[config.mk]
export PLATFORM = sky130hd
export DESIGN_NAME = spi_reg_bank
export DESIGN_NICKNAME = d
export VERILOG_FILES = /design/src/rtl/spi_reg_bank.sv
export SDC_FILE = /design/constraint.sdc
export NUM_CORES = 1
export LEC_CHECK = 0
export CORE_MARGIN = 10
export CORE_UTILIZATION = 30
export CTS_BUF_LIST = sky130_fd_sc_hd__clkbuf_2
export CTS_CLUSTER_SIZE = 14
export DETAILED_ROUTE_END_ITERATION = 6
export PLACE_DENSITY = 0.49
export SETUP_SLACK_MARGIN = 0.4
export SLEW_MARGIN = 40
export SYNTH_ARGS = -nofsm -noshare
export SYNTH_HDL_FRONTEND = slang
export SYNTH_SLANG_ARGS = --single-unit
[constraint.sdc]
create_clock -name clk_core -period 2.35 [get_ports clk_core]
set_input_delay 0.47 -clock clk_core [delete_from_list [all_inputs] [get_ports clk_core]]
set_output_delay 0.47 -clock clk_core [all_outputs]
set_load 0.05 [all_outputs]
[src/rtl/spi_reg_bank.sv]
// Command decoder and register bank behind spi_slave: one command byte opens a
// read or write burst with address auto-increment, and the next tx byte is supplied back.
module spi_reg_bank #(
    parameter logic [7:0] FPGA_VERSION  = 8'hC2,
    parameter logic [7:0] UART_INV_RST  = 8'h00,
    parameter logic [7:0] TELEM_SEL_RST = 8'h00
) (
    input  logic       clk_core,
    input  logic       reset,
    input  logic       transaction_begin,
    input  logic       rx_byte_available,
    input  logic [7:0] rx_byte,
    output logic [7:0] tx_byte,
    output logic       bootloader_force,
    output logic [7:0] uart_inverted,
    output logic [7:0] telemetry_con_sel
);

    localparam logic [1:0] ST_IDLE = 2'd0;
    localparam logic [1:0] ST_CMD  = 2'd1;
    localparam logic [1:0] ST_DATA = 2'd2;

    logic [1:0] sh_q, sh_d;
    logic [1:0] state_q, state_d;
    logic       dir_q, dir_d;
    logic [6:0] addr_q, addr_d;
    logic [7:0] tx_q, tx_d;
    logic       force_q, force_d;
    logic [7:0] uart_q, uart_d;
    logic [7:0] telem_q, telem_d;
    logic [7:0] scratch_q, scratch_d;
    logic [7:0] err_q, err_d;

    logic       byte_stb;
    logic [6:0] rd_addr;
    logic [7:0] rd_data;
    logic [7:0] err_inc;

    assign byte_stb = (sh_q == 2'b01);
    assign err_inc  = (err_q == 8'hFF) ? err_q : err_q + 8'd1;

    // The command byte addresses its own read; inside a read burst we prefetch addr+1.
    assign rd_addr = (state_q == ST_CMD) ? rx_byte[6:0] : addr_q + 7'd1;

    always_comb begin
        rd_data = 8'h00;
        case (rd_addr)
            7'h00:   rd_data = FPGA_VERSION;
            7'h01:   rd_data = {7'b0, force_q};
            7'h02:   rd_data = uart_q;
            7'h03:   rd_data = telem_q;
            7'h04:   rd_data = scratch_q;
            7'h05:   rd_data = err_q;
            default: rd_data = 8'h00;
        endcase
    end

    always_comb begin
        sh_d      = {sh_q[0], rx_byte_available};
        state_d   = state_q;
        dir_d     = dir_q;
        addr_d    = addr_q;
        tx_d      = tx_q;
        force_d   = force_q;
        uart_d    = uart_q;
        telem_d   = telem_q;
        scratch_d = scratch_q;
        err_d     = err_q;

        // A new SS framing always wins; a coincident byte strobe is dropped.
        if (transaction_begin) begin
            state_d = ST_CMD;
            tx_d    = 8'h00;
        end else if (byte_stb) begin
            case (state_q)
                ST_CMD: begin
                    dir_d   = rx_byte[7];
                    addr_d  = rx_byte[6:0];
                    state_d = ST_DATA;
                    tx_d    = rx_byte[7] ? 8'h00 : rd_data;
                end
                ST_DATA: begin
                    addr_d = addr_q + 7'd1;
                    if (dir_q) begin
                        tx_d = 8'h00;
                        case (addr_q)
                            7'h01:   force_d   = rx_byte[0];
                            7'h02:   uart_d    = rx_byte;
                            7'h03:   telem_d   = rx_byte;
                            7'h04:   scratch_d = rx_byte;
                            7'h05:   err_d     = 8'h00;
                            default: err_d     = err_inc;
                        endcase
                    end else begin
                        tx_d = rd_data;
                    end
                end
                default: ;
            endcase
        end
    end

    always_ff @(posedge clk_core or posedge reset) begin
        if (reset) begin
            sh_q      <= 2'b00;
            state_q   <= ST_IDLE;
            dir_q     <= 1'b0;
            addr_q    <= 7'h00;
            tx_q      <= 8'h00;
            force_q   <= 1'b0;
            uart_q    <= UART_INV_RST;
            telem_q   <= TELEM_SEL_RST;
            scratch_q <= 8'h00;
            err_q     <= 8'h00;
        end else begin
            sh_q      <= sh_d;
            state_q   <= state_d;
            dir_q     <= dir_d;
            addr_q    <= addr_d;
            tx_q      <= tx_d;
            force_q   <= force_d;
            uart_q    <= uart_d;
            telem_q   <= telem_d;
            scratch_q <= scratch_d;
            err_q     <= err_d;
        end
    end

    assign tx_byte           = tx_q;
    assign bootloader_force  = force_q;
    assign uart_inverted     = uart_q;
    assign telemetry_con_sel = telem_q;

endmodule

==> results.ini <==
[timing]
setup_viol = 0
hold_viol_final = 0
period_needed_ps = 1967
rsz0062_at_grt = true
fin_crit_sh_pct = 83.72
skew_ps = 28.41
worst_slack_ps = 382.6
max_freq_ghz = 0.5083
setup-tns-final_ps = 0
slew_headroom_pct = 66.91
tightestPinTransition_ps = 498.4
drv_slew = 0

[global_route]
grt_pass1_wl_um = 14040
grt_overflow = 0
grt_max_degree = 31
grt_pass1_vias = 2566
grt_use_total_pct = 12.11
antenna_found_initial = 0

[logic_synthesis]
synthMostInstantiatedCell = dfrtp_1
ys_top_cells_by_area = dfrtp_1, mux2_2, mux2i_1, o21ai_0, a21oi_1
ys_top_cells_by_count = dfrtp_1, mux2_2, nand2_1
synth_top_area_share_pct = 44.99
ys_seq_area_share_pct = 44.99
ys.flop_type = dfrtp_1
synthArstFlopShare_pct = 100.0
synth_area_per_cell_um2 = 10.10
synth_nets = 311
ys_ff_latch = 53
post-synth-top-area-cell = dfrtp_1
synth.distinct_cells = 46
synth_edf_count = 0
syn_area_um2 = 2948
synth_cells = 292
yosysWarningCount = 0

[power_and_ir_drop]
irDropWorstVdd_mv = 0.3057
power_mw = 2.080
power.density_nw_per_um2 = 531.5
leakage_nw = 1.745

[routing]
dr.max_layer_used = met4
met2WireLength_um = 4128
vias = 2561
drt_iter0_drc = 145
wl_um = 8695
ant_nets = 0
wl_met3_um = 266
drt-met1-wl_um = 4181
avgViaCountPerCell = 5.122
first_pass_iters = 4
wl_per_cell_um = 17.39
post-route-drc-count = 0

[layout]
areaGrowthSynthToFinish_pct = 32.77
final_nets = 385
antenna_cells = 0
final_area_um2 = 3914
drive_gt1_share_pct = 35.15
fin_cells = 500

[cts]
cts_tree = done
cts_buffer_depth = 2
clock-sinks = 53
htree_levels = 2
hold_buffers = 0
numCtsBuffers = 5
clk_latency_ps = 440
clk_transition_reported_paths_ps = 300
ctsRootBufferMaster = clkbuf_2

[worst_setup_path]
required_ps = 2720
crit_type = flip-flop to flip-flop
cp_top_family = compound AO/OA/AOI/OAI gates
end_kind = flip-flop
cp_num_buf_inv = 3
worstReg2RegStart = state_q[0]$_DFFE_PP0P_
slowest_delay_ps = 460
cpMaxStageDelayCell = dfrtp_1
crit_arrival_ps = 2340
path_cells = buf_6, ha_4, buf_12, mux2i_4, buf_4, nor2_1, a221o_1, a22o_1
startpoint_type = flip-flop
crit_path_start = state_q[0]$_DFFE_PP0P_
path_max_fanout = 12

[die]
num_rows = 36
ios = 37
die_w_um = 119.1
core_um2 = 9684
start_util_pct = 30.44
dieArea_um2 = 14190
die_y_um = 119.1

[placement]
place_ws_ps = 72.86
port-buffer-count = 36
dpl.cell_count = 479
gp_congestion = 0.8450
hpwl_um = 6514
dpl_cell_area_um2 = 3685

[flow_run]
drv_cap = 0

[min_path]
min_path_type = input port to asynchronous set/reset pin

[run_status]
outcome = finished clean

-- placed cells by master, fill, tap and decap left out, types with 3 or more instances in the layout --
cell type         n
buf_12            3
dfrtp_2           5
nor2_1           13
o31ai_1           5
a21o_1            4
nand2_2           3
buf_6             4
a31oi_1           3
dfrtp_1          48
nand3_1          14
and3_1            5
nor3_2            4
nor3_1            3
o21ai_0          20
nand2b_1          3
a21oi_1          16
nor2b_1           3
mux2i_2           4
mux2_2           25
clkdlybuf4s50_1  11
inv_1             6
o22ai_1           8
a22o_1            9
clkbuf_2         18
nand2_1          21
ha_1              3
nand3b_1          3
buf_4            38
mux2i_1          11
dlygate4sd2_1     9
-- registers in the layout (all words and copies together) (netlist names), 2 cells and up --
name / cells
err_q: 8
scratch_q: 8
telemetry_con_sel: 8
tx_byte: 8
uart_inverted: 8
addr_q: 7
sh_q: 2
state_q: 2
-- report_power, final --
part | total, mW | internal (mW) | leakage [nW] | switching [mW]
logic | 0.657 | 0.306 | 1.02 | 0.351
registers | 1.04 | 0.969 | 0.697 | 0.0687
clock network | 0.385 | 0.0716 | 0.0284 | 0.314
total | 2.08 | 1.35 | 1.74 | 0.734
-- metal layers --
layer  vias to the layer above  GRT usage, %
met3                         8         2.173
met4                         0         2.977
met1                      1284         16.29
li1                       1230             -
met5                         -             0
met2                        39         19.61
-- area by class of cell --
| type | count | area (um2) |
|---|---|---|
| well taps | 133 | 166.4 |
| multi-input cells | 217 | 1668 |
| fillers | 984 | 5771 |
| inverters | 8 | 30.03 |
| clock buffers | 5 | 25.02 |
| repair buffers | 81 | 675.6 |
| clock inverters | 3 | 16.27 |
| flip-flops and latches | 53 | 1333 |
-- path summary, 6_finish.rpt --
check                      slack, ps  cells past startpoint                      endpoint
max                              380                      8        tx_byte[7]$_DFFE_PP0P_
min                              180                      2  bootloader_force$_DFFE_PP0P_
max reg2reg                      380                      8        tx_byte[7]$_DFFE_PP0P_
min reg2reg                      440                      0             sh_q[1]$_DFF_PP0_
max in group asynchronous       1670                      3             dir_q$_DFFE_PP0P_
min in group clk_core            440                      0             sh_q[1]$_DFF_PP0_
-- logic make-up after synthesis --
kind of cell    Yosys count  share of synthesized area, %
fa+ha+maj                 7                         2.971
compound gates           81                         18.00
simple gates             85                         14.69
xor+xnor                  3                        0.8915
flops                    53                         44.99
buf+inv                  22                         3.481
mux                      41                         14.98
-- per-stage QoR --
stage / hold WS [ps] / utilization, %
2_1_floorplan: 367.7 / -
3_3_place_gp: 384.8 / 38.05
3_5_place_dp: 388.8 / 38.05
4_1_cts: 172.2 / 39.96
5_1_grt: 150.0 / 40.41
6_report: 182.6 / 40.41
-- what timing repair did --
action | 4_1_cts | 5_1_grt
pin swaps | 6 | 4
hold endpoints to repair | 0 | 0
gates resized for setup | 50 | 45
endpoints found under the setup margin | 62 | 51
buffers inserted | 12 | 1
Power figures use the tool's default switching activity.
